File: src/rtl/avr_pkg.sv
// AVR prefetch shared definitions: 32-bit opcode masks and address width.
// is_32bit_opcode() flags words that need their operand word alongside.
package avr_pkg;

  localparam int AVR_ADDR_W = 16;

  localparam logic [15:0] JMP_MASK   = 16'hFE0E;
  localparam logic [15:0] JMP_MATCH  = 16'h940C;
  localparam logic [15:0] CALL_MASK  = 16'hFE0E;
  localparam logic [15:0] CALL_MATCH = 16'h940E;
  localparam logic [15:0] LDS_MASK   = 16'hFE0F;
  localparam logic [15:0] LDS_MATCH  = 16'h9000;
  localparam logic [15:0] STS_MASK   = 16'hFE0F;
  localparam logic [15:0] STS_MATCH  = 16'h9200;

  function automatic logic is_32bit_opcode(
    input logic [15:0] op
  );
    return ((op & JMP_MASK) == JMP_MATCH)
        || ((op & CALL_MASK) == CALL_MATCH)
        || ((op & LDS_MASK) == LDS_MATCH)
        || ((op & STS_MASK) == STS_MATCH);
  endfunction

endpackage

File: src/rtl/avr_prefetch_fifo.sv
// Circular word queue for the prefetcher; entries are {addr, word}.
// Pops one or two entries per cycle; flush empties it outright.
module avr_prefetch_fifo
  import avr_pkg::*;
#(
  parameter int WIDTH = 32,
  parameter int DEPTH = 4
) (
  input  logic                     CLK,
  input  logic                     RST,
  input  logic                     push,
  input  logic [WIDTH-1:0]         push_data,
  input  logic                     pop1,
  input  logic                     pop2,
  input  logic                     flush,
  output logic [WIDTH-1:0]         head,
  output logic [WIDTH-1:0]         next,
  output logic [$clog2(DEPTH):0]   count
);

  localparam int PW = $clog2(DEPTH);
  localparam int CW = PW + 1;

  logic [WIDTH-1:0] mem [DEPTH];
  logic [PW-1:0]    rd;
  logic [PW-1:0]    wr;
  logic [PW-1:0]    rd_nxt;
  logic [CW-1:0]    cnt_nxt;

  assign head = mem[rd];
  assign next = mem[rd + PW'(1)];

  // Next read pointer and occupancy from this cycle's push/pop mix
  always_comb begin
    rd_nxt  = rd;
    cnt_nxt = count;
    if (push) cnt_nxt = cnt_nxt + CW'(1);
    if (pop2) begin
      rd_nxt  = rd + PW'(2);
      cnt_nxt = cnt_nxt - CW'(2);
    end else if (pop1) begin
      rd_nxt  = rd + PW'(1);
      cnt_nxt = cnt_nxt - CW'(1);
    end
  end

  // Pointer/count state; flush wins over push and pop
  always_ff @(posedge CLK or negedge RST) begin
    if (!RST) begin
      rd    <= '0;
      wr    <= '0;
      count <= '0;
    end else if (flush) begin
      rd    <= '0;
      wr    <= '0;
      count <= '0;
    end else begin
      rd    <= rd_nxt;
      count <= cnt_nxt;
      if (push) wr <= wr + PW'(1);
    end
  end

  // Storage array
  always_ff @(posedge CLK or negedge RST) begin
    if (!RST) begin
      for (int i = 0; i < DEPTH; i++) mem[i] <= '0;
    end else if (push && !flush) begin
      mem[wr] <= push_data;
    end
  end

endmodule

File: src/rtl/avr_prefetch.sv
// AVR instruction prefetch queue between program ROM and fetch/decode.
// Pairing of 32-bit opcodes is enabled by defining AVR_PREFETCH_PAIR32_EN.
module avr_prefetch
  import avr_pkg::*;
#(
  parameter int ADDR_W = AVR_ADDR_W,
  parameter int DEPTH  = 4
) (
  input  logic              CLK,
  input  logic              RST,
  input  logic              stall,
  input  logic              consume,
  input  logic              redirect,
  input  logic [ADDR_W-1:0] redirect_pc,
  output logic [ADDR_W-1:0] mem_addr,
  output logic              mem_en,
  input  logic [15:0]       mem_data,
  output logic              instr_valid,
  output logic [15:0]       instr,
  output logic [15:0]       instr_ext,
  output logic              instr_is32,
  output logic [ADDR_W-1:0] instr_pc
);

  localparam int CW = $clog2(DEPTH) + 1;
  localparam int EW = 16 + ADDR_W;

  logic [ADDR_W-1:0] fetch_pc;
  logic [ADDR_W-1:0] req_pc;
  logic              inflight;
  logic              push;
  logic              pop;
  logic              pop1;
  logic              pop2;
  logic              head32;
  logic [CW-1:0]     count;
  logic [EW-1:0]     head;
  logic [EW-1:0]     nxt;
  logic              nxt_unused;

  assign nxt_unused = ^nxt[EW-1:16];

  // Issue whenever queued plus arriving words leave room
  assign mem_en   = RST && !redirect
                 && ((int'(count) + int'(inflight)) < DEPTH);
  assign mem_addr = fetch_pc;

  // A response landing in a redirect cycle is from the old stream
  assign push = inflight && !redirect;

  // Fetch address and the one-deep in-flight tag
  always_ff @(posedge CLK or negedge RST) begin
    if (!RST) begin
      fetch_pc <= '0;
      req_pc   <= '0;
      inflight <= 1'b0;
    end else if (redirect) begin
      fetch_pc <= redirect_pc;
      inflight <= 1'b0;
    end else begin
      inflight <= mem_en;
      if (mem_en) begin
        req_pc   <= fetch_pc;
        fetch_pc <= fetch_pc + ADDR_W'(1);
      end
    end
  end

  avr_prefetch_fifo #(
    .WIDTH (EW),
    .DEPTH (DEPTH)
  ) u_fifo (
    .CLK       (CLK),
    .RST       (RST),
    .push      (push),
    .push_data ({req_pc, mem_data}),
    .pop1      (pop1),
    .pop2      (pop2),
    .flush     (redirect),
    .head      (head),
    .next      (nxt),
    .count     (count)
  );

`ifdef AVR_PREFETCH_PAIR32_EN
  assign head32 = is_32bit_opcode(head[15:0]);
`else
  assign head32 = 1'b0;
`endif

  // Present the head; a 32-bit opcode waits for its operand word
  always_comb begin
    instr_valid = 1'b0;
    instr       = '0;
    instr_ext   = '0;
    instr_is32  = 1'b0;
    instr_pc    = '0;
    if (count != '0 && (!head32 || count >= CW'(2))) begin
      instr_valid = 1'b1;
      instr       = head[15:0];
      instr_pc    = head[EW-1:16];
      if (head32) begin
        instr_is32 = 1'b1;
        instr_ext  = nxt[15:0];
      end
    end
  end

  assign pop  = instr_valid && consume && !stall && !redirect;
  assign pop2 = pop && instr_is32;
  assign pop1 = pop && !instr_is32;

endmodule

File: config.mk
export PLATFORM = sky130hd
export DESIGN_NAME = avr_prefetch
export DESIGN_NICKNAME = d
export VERILOG_FILES = /design/src/rtl/avr_pkg.sv /design/src/rtl/avr_prefetch_fifo.sv /design/src/rtl/avr_prefetch.sv
export SDC_FILE = /design/constraint.sdc
export NUM_CORES = 1
export LEC_CHECK = 0
export ABC_AREA = 0
export BUFFER_PORTS_ARGS = -buffer_cell sky130_fd_sc_hd__buf_2
export CAP_MARGIN = 15
export CORE_AREA = 4 4 173 175
export DETAILED_ROUTE_END_ITERATION = 16
export DIE_AREA = 0 0 177 179
export PLACE_DENSITY = 0.49
export RECOVER_POWER = 25
export SYNTH_ARGS = -nofsm -noshare
export SYNTH_HDL_FRONTEND = slang
export SYNTH_SLANG_ARGS = --single-unit
export TNS_END_PERCENT = 10
File: constraint.sdc
create_clock -name CLK -period 2.6 [get_ports CLK]
set_input_delay 0.13 -clock CLK [delete_from_list [all_inputs] [get_ports CLK]]
set_output_delay 0.13 -clock CLK [all_outputs]
set_load 0.02 [all_outputs]
==> flow_summary.ini, run 1 <==
[cts]
postCtsSetupBuffers = 0
cts_num_sinks = 168
numCtsBuffers = 17
clock-root-buffer = clkbuf_16
path_clk_slew_ps = 70
cts_tree = yes
clk_latency_ps = 420
h-tree-depth = 4
cts.path.max_buffers = 2

[sta]
fin_crit_sh = 0.874
rsz0062_at_grt = false
setup_violations = 0
setup_ws_ps = 328
max_freq_ghz = 0.440
drv_slew = 164
fin_crit_ps = 2270
worstMarginPinSlew_ps = 1530
final-hold-violation-count = 0
slew_headroom = -0.0189
skew_ps = 10.9
timing.setup.tns_ps = 0

[global_routing]
antenna_found_initial = 1
grt_pass1_wl_um = 29300
grt_usage = 0.119
grt_max_degree = 166
grt_pass1_vias = 5155
grt_overflow = 0

[finish]
drive_gt1_frac = 0.384
areaGrowthSynthToFinish_pct = 23.0
nets = 751
design_area_um2 = 9650
final_core_util = 0.339

[power_and_ir_drop]
cellPowerDensity_nw_per_um2 = 806
peakVddDrop_mv = 0.479
p_leak_nw = 4.54

[synthesis]
synth_top_area_share = 0.536
synth_cell_type_count = 46
yosysWarnings = 0
ys_seq_area_frac = 0.536
avgSynthCellArea_um2 = 13.4
synthCells = 584
synthesis.area_um2 = 7850
ys_ff_latch = 168
yosysTopAreaCell = dfrtp_1
synth.area.top_cells = dfrtp_1, mux2_2, mux4_2

[worst_setup_path]
cp-end-kind = output pin
rr_startpoint = inflight
critPathLaunchType = flop
crit_arrival_ps = 2140
ff2ff_setup_slack_ps = 670
cp-endpoint = instr_pc[15]
crit_start = u_fifo.rd[0]
cp_max_fo = 23
rr_worst_depth = 6
crit_type = reg -> out
r2r-end = mem_addr[6]
crit_required_ps = 2470

[floorplan]
fp-row-count = 62
die_x_um = 177
core_area_um2 = 28500
start_util = 0.276
ios = 104
die-area_um2 = 31700
die_height_um = 179

[placed_design]
globalplace.congestion = 0.741
portBuffers = 86
preCtsSetupSlack_ps = 662
place_area_um2 = 8710
hpwl_um = 11700

[routing]
route.detailed.drc = 0
routed_wl_um = 18200
drtAntennaViolNets = 0
wl_per_cell_um = 16.5
drtIter0Drc = 282
num_vias = 4920
dr.pass1.iters = 4
via_per_inst = 4.46

[outcome]
status = finished, violations left
violations = max-slew violations

[run]
max_cap_viol_count = 0

[hold_path]
hp-class = in -> reg
## area by class of cell
type | count | area (um^2)
Multi-Input combinational cell | 368 | 3380
Inverter | 14 | 52.6
Timing Repair Buffer | 137 | 886
Clock inverter | 14 | 219
Tap cell | 384 | 480
Antenna cell | 1 | 2.50
Sequential cell | 168 | 4210
Fill cell | 2886 | 18800
Clock buffer | 18 | 429
## synth_stat cells (all sizes together)
| cell type | n |
|---|---|
| a21oi | 2 |
| nand4 | 4 |
| o21ai | 5 |
| nor3 | 4 |
| a221o | 3 |
| nand2b | 1 |
| xnor2 | 5 |
| and4 | 1 |
| o311ai | 6 |
| a211oi | 1 |
| clkbuf | 12 |
| nor4 | 2 |
| a221oi | 1 |
| nand4b | 1 |
| dfrtp | 168 |
| nor2 | 7 |
| or4 | 2 |
| or3 | 1 |
| xor2 | 3 |
| and2 | 33 |
| o2111ai | 1 |
| nand3 | 11 |
| mux4 | 32 |
| o41ai | 1 |
| a32oi | 1 |
| inv | 14 |
| mux2i | 3 |
| nand2 | 64 |
| conb | 1 |
| mux2 | 128 |
| a311o | 1 |
| buf | 38 |
| o211ai | 3 |
| o31ai | 1 |
| and3 | 3 |
| nor3b | 1 |
| a22oi | 2 |
| ha | 8 |
| a21o | 2 |
| a31oi | 3 |
| nor2b | 4 |
## flip-flops by register name, indices dropped and copies added, names as in the netlist
register and cells:
u_fifo.mem 128, mem_addr 16, req_pc 16, u_fifo.count 3, u_fifo.rd 2, u_fifo.wr 2
inflight 1
## where the power goes
group | internal [W] | leakage [nW] | switching, W
Sequential | 0.00311 | 2.20 | 0.000314
Combinational | 0.000814 | 2.03 | 0.000719
Clock | 0.00172 | 0.317 | 0.00110
## cells by family after synthesis
family	count (synthesis)	synth area share
AO/OA/AOI/OAI	33	0.0317
XOR/XNOR	8	0.00893
adder cells (fa/ha/maj)	8	0.0128
buffers and inverters	64	0.0419
flip-flops	168	0.536
multiplexers	163	0.279
other	1	0.000478
AND/OR/NAND/NOR	139	0.0894
## critical path, stage by stage, from the launching register on
cell,delay [ps]
dfrtp_2,350
buf_4,430
mux4_2,570
and2_1,200
buf_2,160
## cell usage in the layout, fill, tap and decap left out, types with 7 or more instances in the layout
master and count:
ha_1 8, mux2_2 119, clkbuf_1 15, nand3_1 11
mux4_2 32, nand2_1 64, conb_1 17, and2_1 33
mux2_1 9, buf_2 71, clkbuf_16 17, inv_1 14
dfrtp_1 167, nor2_1 7, dlygate4sd3_1 32, buf_4 18
## per-layer routing
layer	track usage	share of wire
met4	0.0271	0.0068
met2	0.191	0.47
met3	0.0261	0.038
met1	0.166	0.48
met5	0	0
## worst min-delay path by stage
stage | cells past startpoint | slack [ps] | endpoint | startpoint
2_1_floorplan | 0 | -170 | inflight | RST
3_3_place_gp | 1 | -70 | req_pc[13] | RST
3_5_place_dp | 1 | -70 | req_pc[13] | RST
4_1_cts | 4 | 40 | mem_addr[13] | redirect_pc[13]
5_1_grt | 4 | 50 | mem_addr[13] | redirect_pc[13]
6_report | 4 | 50 | mem_addr[13] | redirect_pc[13]
## through the flow
stage | instances | hold slack [ps] | total power, W
after global routing | 1104 | 49.7 | 0.00821
after global placement | 1039 | -67.3 | 0.00501
final | 1104 | 45.9 | 0.00778
after detailed placement | 1039 | -66.2 | 0.00504
after CTS | 1103 | 41.7 | 0.00791
after floorplan | 600 | -166 | 0.00450
## timing repair
action	CTS	global route
resized for setup	0	0
hold buffers	32	0
endpoints found under the hold margin	82	0
Power figures use the tool's default switching activity.
==> run 2: changes to the inputs <==
- CORE_AREA: 4 4 173 175 -> 4 4 170 172
- DIE_AREA: 0 0 177 179 -> 0 0 174 176
- PLACE_DENSITY: 0.49 -> 0.5
==> flow_summary.ini, run 2 (synthesis results as in run 1) <==
[global_routing]
grt_pass1_vias = 5153
grt_pass1_wl_um = 29700
antenna_found_initial = 0
grt_overflow = 0
grt_max_degree = 169
grt_usage = 0.122

[finish]
multiInputGateArea_um2 = 3380
fill_cells = 2748
drive_gt1_frac = 0.386
final_common_cell = dfrtp_1
nets = 750
layout_common_cells = dfrtp_1, mux2_2, buf_2, nand2_1, and2_1
design_area_um2 = 9550
finalNonFillerCells = 1064
final_core_util = 0.348
areaGrowthSynthToFinish_pct = 21.7
regArea_um2 = 4210
diodes = 0
top_register = u_fifo.mem
largest_reg_flops = 128

[routing]
routed_wl_um = 18300
met2WireLength_um = 8110
num_vias = 5033
met3_length_um = 887
wl_per_cell_um = 17.2
top_layer = met4
route.detailed.drc = 0
wl_met1_um = 9080
via_per_inst = 4.73
drtAntennaViolNets = 0
drtIter0Drc = 322
dr.pass1.iters = 5

[hold_path]
hp-class = in -> reg

[sta]
rsz0062_at_grt = false
slew_headroom = -0.0332
final-hold-violation-count = 0
setup_violations = 0
drv_slew = 169
worstMarginPinSlew_ps = 1550
max_freq_ghz = 0.470
fin_crit_ps = 2130
fin_worst_hold_slack_ps = 47.5
skew_ps = 14.3
timing.setup.tns_ps = 0
fin_crit_sh = 0.818

[floorplan]
die-area_um2 = 30600
core_area_um2 = 27500
fp-row-count = 61
start_util = 0.286
ios = 104
die_x_um = 174
die_height_um = 176

[placed_design]
place_area_um2 = 8680
hpwl_um = 11500
globalplace.congestion = 0.763
portBuffers = 86
dp_cells = 1000

[worst_setup_path]
cp_max_fo = 12
rr_startpoint = mem_addr[0]
cp-end-kind = output pin
worstPathCellList = buf_4, mux4_2, and2_1, buf_2
crit_type = reg -> out
cp-endpoint = instr_pc[13]
slowest_stage = mux4_2
r2r-end = mem_addr[14]
rr_worst_depth = 5
crit_path_max_incr_delay_ps = 530
crit_start = u_fifo.rd[0]
crit_arrival_ps = 2000
critPathLaunchType = flop
ff2ff_setup_slack_ps = 650
crit_required_ps = 2470

[cts]
cts.path.max_buffers = 2
cts_resized = 0
h-tree-depth = 4
ctsHoldBuffers = 32
cts_num_sinks = 168
clock-root-buffer = clkbuf_16
numCtsBuffers = 17
cts_tree = yes
path_clk_slew_ps = 70
postCtsSetupBuffers = 0
clk_latency_ps = 430

[power_and_ir_drop]
pwr-share-comb = 0.206
peakVddDrop_mv = 0.427
p_seq_frac = 0.460
cellPowerDensity_nw_per_um2 = 781
power.internal_w = 0.00523
switchingPower_w = 0.00224
p_clk_frac = 0.334
switching_share = 0.300
p_leak_nw = 4.52

[outcome]
status = finished, violations left
violations = max-capacitance violations, max-slew violations

[run]
max_cap_viol_count = 1
[run 2: cell type report]
cell class	instances	share of cell area
clock inverter	14	0.0164
clock buffer	18	0.0449
timing repair buffer	136	0.0942
sequential	168	0.440
inverter	14	0.00550
tap	346	0.0453
multi-input combinational	368	0.354
[run 2: routing by layer]
| metal | track usage | vias up |
|---|---|---|
| li1 | - | 2304 |
| met1 | 0.178 | 2591 |
| met2 | 0.182 | 123 |
| met3 | 0.0323 | 15 |
| met4 | 0.0300 | 0 |
| met5 | 0 | - |
[run 2: power by group through the flow]
stage / Combinational [W] / Clock (W) / Sequential [W]
2_1_floorplan: 0.00110 / 0 / 0.00340
3_3_place_gp: 0.00153 / 0 / 0.00347
3_5_place_dp: 0.00155 / 0 / 0.00348
4_1_cts: 0.00159 / 0.00257 / 0.00343
5_1_grt: 0.00171 / 0.00270 / 0.00350
6_report: 0.00154 / 0.00249 / 0.00343
[run 2: how the worst min path moves through the flow]
stage                         endpoint             from  depth (start not counted)
final                     u_fifo.wr[0]         redirect                          2
after global placement     mem_addr[0]   redirect_pc[0]                          3
after global routing      mem_addr[13]  redirect_pc[13]                          4
after CTS                 mem_addr[13]  redirect_pc[13]                          4
after detailed placement   mem_addr[0]   redirect_pc[0]                          3
after floorplan               inflight              RST                          0
[run 2: worst max-delay path, delay by kind of cell (launching register included)]
kind | cells | cell delay [ps]
multiplexers | 1 | 530
AND/OR/NAND/NOR | 1 | 200
buffers and inverters | 2 | 470
flip-flops | 1 | 390
[run 2: per-stage QoR]
step	worst slack, ps	power, W
2_1_floorplan	808	0.00450
4_1_cts	414	0.00759
3_5_place_dp	709	0.00503
6_report	472	0.00746
3_3_place_gp	753	0.00500
5_1_grt	218	0.00790
==> run 3: changes to the inputs <==
- PLACE_DENSITY: 0.5 -> 0.52
- clock period: 2.6 -> 1.75 ns (I/O delays scaled with it)
==> flow_summary.ini, run 3 (synthesis results as in run 1) <==
[finish]
drive_gt1_frac = 0.467
final_core_util = 0.370
top_register = u_fifo.mem
areaGrowthSynthToFinish_pct = 29.4
design_area_um2 = 10200
nets = 785
diodes = 0
largest_reg_flops = 128
final_common_cell = dfrtp_1
layout_common_cells = dfrtp_1, mux2_2, nand2_1, buf_2, buf_4

[power_and_ir_drop]
peakVddDrop_mv = 0.627
p_total_w = 0.0115
p_leak_nw = 4.79
cellPowerDensity_nw_per_um2 = 1130

[worst_setup_path]
worstPathCellList = buf_6, buf_16, mux4_2, and2_4, buf_6
crit_arrival_ps = 1920
slowest_stage = mux4_2
critPathLaunchType = flop
cp_max_fo = 8
cp-end-kind = output pin
cp_common_cell = buf_6
crit_type = reg -> out
crit_required_ps = 1660
crit_path_max_incr_delay_ps = 500

[global_routing]
grt_pass1_wl_um = 31600
grt_busiest_layer = met2
grt_max_degree = 129
use_met1 = 0.176
met3_usage = 0.0261
grt_util_met2 = 0.220
grt_overflow = 0
grt_usage = 0.132
grt_pass1_vias = 5534
antenna_found_initial = 0

[routing]
drtIter0Drc = 235
via_per_inst = 4.68
route.detailed.drc = 0
routed_wl_um = 19600
wl_per_cell_um = 17.8
num_vias = 5138
dr.pass1.iters = 4
drtAntennaViolNets = 0

[sta]
final-hold-violation-count = 0
skew_ps = 14.8
timing.setup.tns_ps = -7020
worstMarginPinSlew_ps = 1190
max_freq_ghz = 0.499
setup_violations = 32
slew_headroom = 0.209
drv_slew = 0
setup_ws_ps = -253
fin_crit_ps = 2000
fin_crit_sh = 1.14
rsz0062_at_grt = true

[floorplan]
die_x_um = 174
fp-row-count = 61
die-area_um2 = 30600
start_util = 0.286
ios = 104
core_area_um2 = 27500
die_height_um = 176

[placed_design]
hpwl_um = 12700
globalplace.congestion = 0.782
portBuffers = 86
preCtsSetupSlack_ps = 61.7
place_area_um2 = 8950

[cts]
h-tree-depth = 4
cts.path.max_buffers = 2
cts_tree = yes
cts_num_sinks = 168
path_clk_slew_ps = 70
numCtsBuffers = 17
clk_latency_ps = 430
clock-root-buffer = clkbuf_16

[run]
max_cap_viol_count = 0

[hold_path]
hp-class = in -> reg

[outcome]
violations = negative setup slack
status = finished, violations left
## run 3: cell types whose count changed in the layout (fill, tap and decap cells not counted), moves of 5 or more
cell      before  now
and2_1        33   11
buf_4         15   37
clkbuf_1      13    3
buf_6          1   27
buf_2         74   62
and2_4         0   22
buf_12         2    7
## run 3: through the flow
step	std cells	hold WS, ps
finish	1099	41.1
CTS	1101	13.5
global placement	1026	226
floorplan	600	-208
global route	1099	36.8
detailed placement	1026	224
## run 3: cell type report
cell class / instances / area [um^2]
repair buffers: 171 / 1440
fillers: 2702 / 17300
clock buffers: 18 / 429
multi-input cells: 368 / 3450
inverters: 14 / 55.1
flip-flops and latches: 168 / 4210
well taps: 346 / 433
clock inverters: 14 / 140
## run 3: path summary, 6_finish.rpt
check,start,depth (start not counted),slack [ps],end
setup / recovery,u_fifo.rd[0],5,-250,instr_pc[11]
hold / removal,redirect_pc[13],4,40,mem_addr[13]
setup reg to reg,u_fifo.count[2],5,70,mem_addr[11]
hold reg to reg,u_fifo.mem[22],1,490,u_fifo.mem[22]
max in group asynchronous,RST,3,220,u_fifo.rd[0]
min in group asynchronous,RST,3,640,mem_addr[15]
## run 3: per-layer routing
metal  part of all wire  vias up
met2               0.49      111
met3              0.040       12
li1                   -     2373
met5                  0        -
met4              0.013        0
met1               0.45     2642
## run 3: worst max-delay path: cells and delay by family, from the launching register on
family / cells / cell delay (ps)
buf+inv: 3 / 400
flops: 1 / 420
mux: 1 / 500
simple gates: 1 / 160
## run 3: power by group
| group | internal (W) | switching, W |
|---|---|---|
| Clock | 0.00200 | 0.00167 |
| Sequential | 0.00463 | 0.000449 |
| Combinational | 0.00156 | 0.00120 |
| Total | 0.00818 | 0.00332 |
## run 3: timing repair
item,4_1_cts,5_1_grt
endpoints found under the hold margin,247,0
cloned,3,0
pin swaps,11,13
buffers inserted,8,0
hold buffers,32,0
resized for setup,46,38
setup endpoints to repair,34,40
